--- config.mk ---
export PLATFORM = sky130hd
export DESIGN_NAME = if_stage
export DESIGN_NICKNAME = d
export VERILOG_FILES = /design/src/rtl/if_stage.sv
export SDC_FILE = /design/constraint.sdc
export NUM_CORES = 1
export LEC_CHECK = 0
export BUFFER_PORTS_ARGS = -buffer_cell sky130_fd_sc_hd__buf_4
export CORE_MARGIN = 4
export CORE_UTILIZATION = 29
export DETAILED_ROUTE_END_ITERATION = 7
export GPL_ROUTABILITY_DRIVEN = 0
export PLACE_DENSITY = 0.48
export SKIP_CTS_REPAIR_TIMING = 1
export SKIP_LAST_GASP = 1
export SYNTH_ARGS = -nofsm -noshare
export SYNTH_HDL_FRONTEND = slang
export SYNTH_SLANG_ARGS = --single-unit
export TNS_END_PERCENT = 30
--- constraint.sdc ---
create_clock -name clk -period 8.8 [get_ports clk]
set_input_delay 1.76 -clock clk [delete_from_list [all_inputs] [get_ports clk]]
set_output_delay 1.76 -clock clk [all_outputs]
set_load 0.01 [all_outputs]
--- src/rtl/if_stage.sv ---
// Instruction-fetch stage: one-outstanding-request imem front end feeding the
// IF/ID register, with a one-entry skid buffer to absorb responses during stalls.
module if_stage #(
  parameter logic [31:0] RESET_PC = 32'h0000_0000
) (
  input  logic        clk,
  input  logic        rst_n,
  input  logic        stall,
  input  logic        redirect_valid,
  input  logic [31:0] redirect_pc,
  output logic        imem_req_valid,
  input  logic        imem_req_ready,
  output logic [31:0] imem_addr,
  input  logic        imem_rsp_valid,
  input  logic [31:0] imem_rsp_data,
  output logic        if_id_valid,
  output logic [31:0] if_id_pc,
  output logic [31:0] if_id_instr,
  output logic [4:0]  if_id_rs1,
  output logic [4:0]  if_id_rs2
);

  localparam logic [31:0] NOP_INSTR = 32'h0000_0013;

  typedef enum logic [1:0] {S_REQ, S_WAIT, S_DRAIN} state_t;

  state_t      state, state_nxt;
  logic [31:0] pc, pc_nxt;
  logic        skid_vld, skid_vld_nxt, skid_load;
  logic [31:0] skid_pc, skid_instr;
  logic        ifid_vld_nxt;
  logic [31:0] ifid_pc_nxt, ifid_instr_nxt;
  logic [4:0]  ifid_rs1_nxt, ifid_rs2_nxt;
  logic        accept, rsp_fresh;

  function automatic logic [31:0] align_pc(input logic [31:0] a);
    return {a[31:2], 2'b00};
  endfunction

  function automatic logic [31:0] inc_pc(input logic [31:0] a);
    return a + 32'd4;
  endfunction

  // No new request may go out while the skid buffer still holds an instruction.
  assign imem_req_valid = rst_n && (state == S_REQ) && !skid_vld;
  assign imem_addr      = pc;
  assign accept         = imem_req_valid && imem_req_ready;
  assign rsp_fresh      = (state == S_WAIT) && imem_rsp_valid;

  always_comb begin
    state_nxt      = state;
    pc_nxt         = pc;
    skid_vld_nxt   = skid_vld;
    skid_load      = 1'b0;
    ifid_vld_nxt   = if_id_valid;
    ifid_pc_nxt    = if_id_pc;
    ifid_instr_nxt = if_id_instr;

    unique case (state)
      S_REQ:   if (accept) state_nxt = redirect_valid ? S_DRAIN : S_WAIT;
      S_WAIT:  begin
        if (redirect_valid) begin
          state_nxt = imem_rsp_valid ? S_REQ : S_DRAIN;
        end else if (imem_rsp_valid) begin
          state_nxt = S_REQ;
          pc_nxt    = inc_pc(pc);
        end
      end
      S_DRAIN: if (imem_rsp_valid) state_nxt = S_REQ;
      default: state_nxt = S_REQ;
    endcase

    if (redirect_valid) begin
      pc_nxt       = align_pc(redirect_pc);
      skid_vld_nxt = 1'b0;
      ifid_vld_nxt = 1'b0;
    end else if (!stall) begin
      if (skid_vld) begin
        ifid_vld_nxt   = 1'b1;
        ifid_pc_nxt    = skid_pc;
        ifid_instr_nxt = skid_instr;
        skid_vld_nxt   = 1'b0;
      end else if (rsp_fresh) begin
        ifid_vld_nxt   = 1'b1;
        ifid_pc_nxt    = pc;
        ifid_instr_nxt = imem_rsp_data;
      end else begin
        ifid_vld_nxt   = 1'b0;
      end
    end else if (rsp_fresh) begin
      skid_vld_nxt = 1'b1;
      skid_load    = 1'b1;
    end

    ifid_rs1_nxt = ifid_vld_nxt ? ifid_instr_nxt[19:15] : 5'd0;
    ifid_rs2_nxt = ifid_vld_nxt ? ifid_instr_nxt[24:20] : 5'd0;
  end

  // IF -> ID boundary
  always_ff @(posedge clk or negedge rst_n) begin
    if (!rst_n) begin
      state       <= S_REQ;
      pc          <= RESET_PC;
      skid_vld    <= 1'b0;
      if_id_valid <= 1'b0;
      if_id_pc    <= 32'd0;
      if_id_instr <= NOP_INSTR;
      if_id_rs1   <= 5'd0;
      if_id_rs2   <= 5'd0;
    end else begin
      state       <= state_nxt;
      pc          <= pc_nxt;
      skid_vld    <= skid_vld_nxt;
      if_id_valid <= ifid_vld_nxt;
      if_id_pc    <= ifid_pc_nxt;
      if_id_instr <= ifid_instr_nxt;
      if_id_rs1   <= ifid_rs1_nxt;
      if_id_rs2   <= ifid_rs2_nxt;
    end
  end

  // Skid payload is qualified by skid_vld, so it needs no reset.
  always_ff @(posedge clk) begin
    if (skid_load) begin
      skid_pc    <= pc;
      skid_instr <= imem_rsp_data;
    end
  end

endmodule

# Yosys cells after proc, flatten, opt, wreduce, memory -nomap -nowiden
# Cells that the tools add are included.
# word_totals
output_inout_bits,108
word_cells,55
inputBits,70
regBits,174
# classes
muxes,26
bitwise_logic,2
add_sub_neg,1
n_reduce_logical,11
n_eq_ne,4
# op_table
op,count
two-way mux 32 bit,7
two-way mux 25 bit,2
"adder 32 x 3 -> 32 bit, second input constant",1
two-way mux 2 bit,5
two-way mux 5 bit,2
two-way mux 1 bit,9
case mux 2 bit (3 select lines),1
nonzero test 2 bit,3
logical AND 1 bit,4
"inequality test 3 x 1 -> 1 bit, second input constant",1
AND reduction 3 bit,1
"== test 2 x 1 -> 1 bit, second input constant",1
"== test 2 bit, second input constant",1
logical NOT 2 bit,1
"inequality test 2 bit, second input constant",1
inverter 1 bit,2
AND reduction 2 bit,1
logical NOT 1 bit,1

# Depth between registers and ports, before layout
# depth
depth_word,7
depth_mapped,7
ltp_nobuf,6

# Worst setup path before layout
# No wires, ideal clock.
# synth_timing
kind,input-to-reg
start,input imem_rsp_valid
end,register skid_instr[0] (enable)
required_ns,8.373
setup_time_ns,0.427
path_stages,4
t_arrival_ns,3.834
path_slack_ns,4.539
cell_sequence,and3b_1 buf_4 buf_2 and3_1
# synth_between
elab_chain_len,4
# synth_lines
item,line,text
start: declaration,14,"input logic imem_rsp_valid,"
logical AND 1 bit,48,assign rsp_fresh = (state == S_WAIT) && imem_rsp_valid;
two-way mux 1 bit,90,end else if (rsp_fresh) begin
two-way mux 1 bit,77,end else if (!stall) begin
two-way mux 1 bit,73,if (redirect_valid) begin
via skid_load,29,"logic skid_vld, skid_vld_nxt, skid_load;"
end signal: assignment,126,skid_instr <= imem_rsp_data;
end: declaration,30,"logic [31:0] skid_pc, skid_instr;"
# The timed path passes the listed nets, and every way through them passes these cells.
# A chain may end at the register's enable or synchronous reset.

# Worst setup path after layout
# layout_timing
start,input rst_n
end,output imem_req_valid
# layout_between
elab_chain_len,2
# layout_lines
item,line,text
start: declaration,7,"input logic rst_n,"
logical AND 1 bit (2 in series),45,assign imem_req_valid = rst_n && (state == S_REQ) && !skid_vld;
end: declaration,11,"output logic imem_req_valid,"
# No other way between the ends.

==> results.cfg <==
[finish]
nets = 851
fill_cells = 2396
fraction_of_final_layout_cells_with_drive_strength_greater_than_1_pct = 28.6
footprint_of_the_multi_input_gates_um2 = 2380
flow.area_growth_from_synthesis_pct = 29.8
final-instance-count-excl-fill = 1117
antennaDiodeCount = 0
register_area_um2 = 4520

[outcome]
outcome = finished, final reports clean

[worst_hold_path]
timing.hold.worst.class = reg2reg
min_delay_worst_endpoint = if_id_instr[1]
hold_path.startpoint = if_id_instr[1]
hold_depth = 2

[setup_path]
start_kind = primary input
critical_path.reg2reg.endpoint = if_id_pc[12]
reg2reg_setup_slack_ps = 6040
timing.critical_path.to_type = output port
cp_max_fo = 48
worstPathRequired_ps = 7040
worstSetupPathType = in2out
r2r.worst_path.cells = 5
rr_startpoint = state[1]
arrival_ps = 2800

[clock_network]
htree_num_levels = 4
cts.root.buffer_cell = sky130_fd_sc_hd__clkbuf_16
clk_latency_ps = 420
max-clock-path-buffers = 2
cts_inserted_buffers = 17
tritoncts = yes
cts.clk_slew.worst_paths_ps = 70
numClockSinks = 168

[floorplan]
total_i_o_pin_count = 178
core_area_um2 = 24200
placement_rows = 57
die_height_um = 165
floorplan.initialDensity_pct = 29.3
die_w_um = 165
design.die.area_um2 = 27100

[sta]
number_of_endpoints_failing_setup_at_the_final_stage = 0
finalHoldViolations = 0
tightestPinTransition_ps = 1120
period_needed_ps = 4560
clock_skew_ps = 11.2
worst_slew_margin_rel_pct = 25.1
period_share_pct = 51.8
grt_setup_unrepaired = false
setup_total_negative_slack_ps = 0
drv_slew = 0
max_freq_ghz = 0.220

[drt]
drt_pre_antenna_iters = 4
drt-initial-drc-count = 323
drc = 0
route.detailed.vias_per_inst = 4.54
wire_per_inst_um = 16.8
routed-via-count = 5074
number_of_routed_nets_with_antenna_violations = 0
wl_um = 18800

[placed_design]
place_hpwl_um = 12600
port-buffer-count = 171
placed_cells_incl_taps = 1085

[power_and_ir_drop]
seq_power_share_pct = 47.6
reported_net_switching_power_mw = 0.565
pwr-share-clk_pct = 37.2
net_switching_share_of_the_total_power_pct = 28.4
internal_power_mw = 1.43
pd_cells_nw_per_um2 = 216
worst_ir_drop_vdd_v = 0.000113
power.share.combinational_pct = 15.2
leakage_power_nw = 3.79

[logic_synthesis]
yosys_warns = 0
postSynthAreaPerCell_um2 = 11.4
post_synth_num_cell_types = 39
syn-instance-count = 625
netlist_area_um2 = 7110
synth-seq-cells = 168
seq_total_area_yosys_pct = 63.5

[grt]
grt_first_pass_wirelength_um = 29600
total_overflow_reported_by_the_global_router = 0
groute.usage.overall_pct = 14.0
antenna_violations_before_repair = 0
grt_start_max_net_pins = 105
first_global_vias = 5130

[job]
drv_cap = 0
## layer usage
layer / GRT usage (%) / share of wire, % / vias to the layer above
met4: 3.40 / 1.1 / 0
met2: 22.1 / 46 / 132
met5: 0 / 0 / -
met3: 3.64 / 6.2 / 19
met1: 19.4 / 46 / 2421
li1: - / - / 2502
## placed cells by master (no fill, tap or decap), types with 17 or more instances in the layout
cell type	Yosys	routed
sky130_fd_sc_hd__a21oi_1	33	33
sky130_fd_sc_hd__buf_4	5	174
sky130_fd_sc_hd__clkbuf_16	0	17
sky130_fd_sc_hd__dfrtp_1	103	102
sky130_fd_sc_hd__edfxtp_1	62	62
sky130_fd_sc_hd__mux2i_1	41	41
sky130_fd_sc_hd__nand2_1	114	114
sky130_fd_sc_hd__nor2_1	38	38
sky130_fd_sc_hd__o21ai_0	17	17
sky130_fd_sc_hd__o21ai_1	63	63
sky130_fd_sc_hd__xnor2_1	19	19
## final cells by class
type | instances | area share (%)
well taps | 324 | 4.39
clock buffers | 18 | 4.76
repair buffers | 174 | 14.1
inverters | 7 | 0.285
multi-input cells | 412 | 25.8
clock inverters | 14 | 1.63
flip-flops and latches | 168 | 49.0
## worst max-delay path, cell delays in order
cell and delay, ps:
sky130_fd_sc_hd__buf_4 510, sky130_fd_sc_hd__nor4b_1 300, sky130_fd_sc_hd__buf_4 190
## cells by family after synthesis
family,count (synthesis),synth area share (%)
other,1,0.0527
AOI/OAI and AO/OA,125,9.22
and+or+nand+nor,210,14.2
DFF,168,63.5
xor gates and xnor gates,29,3.57
buffers and inverters,48,3.24
muxes,43,6.09
adders and majority gates,1,0.176
## cell usage after synthesis, drive strengths merged
library cell	number	area [um^2]
or3	1	11.3
clkbuf	18	67.6
mux2	2	22.5
conb	1	3.75
and2	5	31.3
inv	7	26.3
ha	1	12.5
dfrtp	103	2580
and4	5	43.8
and3b	1	8.76
nor4bb	1	10.0
nand3	8	50.1
nand4	11	68.8
dfstp	3	78.8
nor4	7	96.3
nor2	38	143
nand2b	1	6.26
nor4b	1	8.76
nor3	8	45.0
edfxtp	62	1860
o32ai	1	8.76
o21ai	80	400
nand2	116	440
mux2i	41	410
xor2	10	87.6
buf	23	136
a211oi	10	75.1
and3	7	43.8
a31oi	1	6.26
a21oi	33	165
xnor2	19	166
## flip-flops by register name, summed over array words and instances (netlist names)
signal       count
state            2
imem_addr       30
skid_instr      32
skid_vld         1
if_id_rs1        5
if_id_instr     32
skid_pc         30
if_id_valid      1
if_id_pc        30
if_id_rs2        5
## metrics by stage
stage | hold WS (ps) | power, mW | util [%] | worst slack, ps | instance area [um^2]
floorplan | 469 | 1.08 | - | 4540 | 7130
global placement | 460 | 1.27 | 35.6 | 4140 | 8640
detailed placement | 459 | 1.28 | 35.6 | 4180 | 8640
CTS | 469 | 2.03 | 38.1 | 4180 | 9230
global route | 513 | 2.10 | 38.1 | 3980 | 9230
finish | 467 | 1.99 | 38.1 | 4240 | 9230
## worst max path at each step
stage,from,to,slack [ps],depth (start not counted)
after floorplan,imem_rsp_valid,skid_instr[0],4540,4
after global placement,rst_n,imem_req_valid,4140,3
after detailed placement,rst_n,imem_req_valid,4180,3
after CTS,rst_n,imem_req_valid,4180,3
after global routing,rst_n,imem_req_valid,3980,3
final,rst_n,imem_req_valid,4240,3
## power groups by stage
stage                     sequential, mW  clock (mW)  combinational [mW]
after floorplan                    0.984           0              0.0996
final                              0.948       0.740               0.302
after global routing               0.961       0.798               0.338
after CTS                          0.950       0.766               0.310
after detailed placement           0.966           0               0.309
after global placement             0.963           0               0.305
Note: power is estimated with default switching activity, not from simulation.
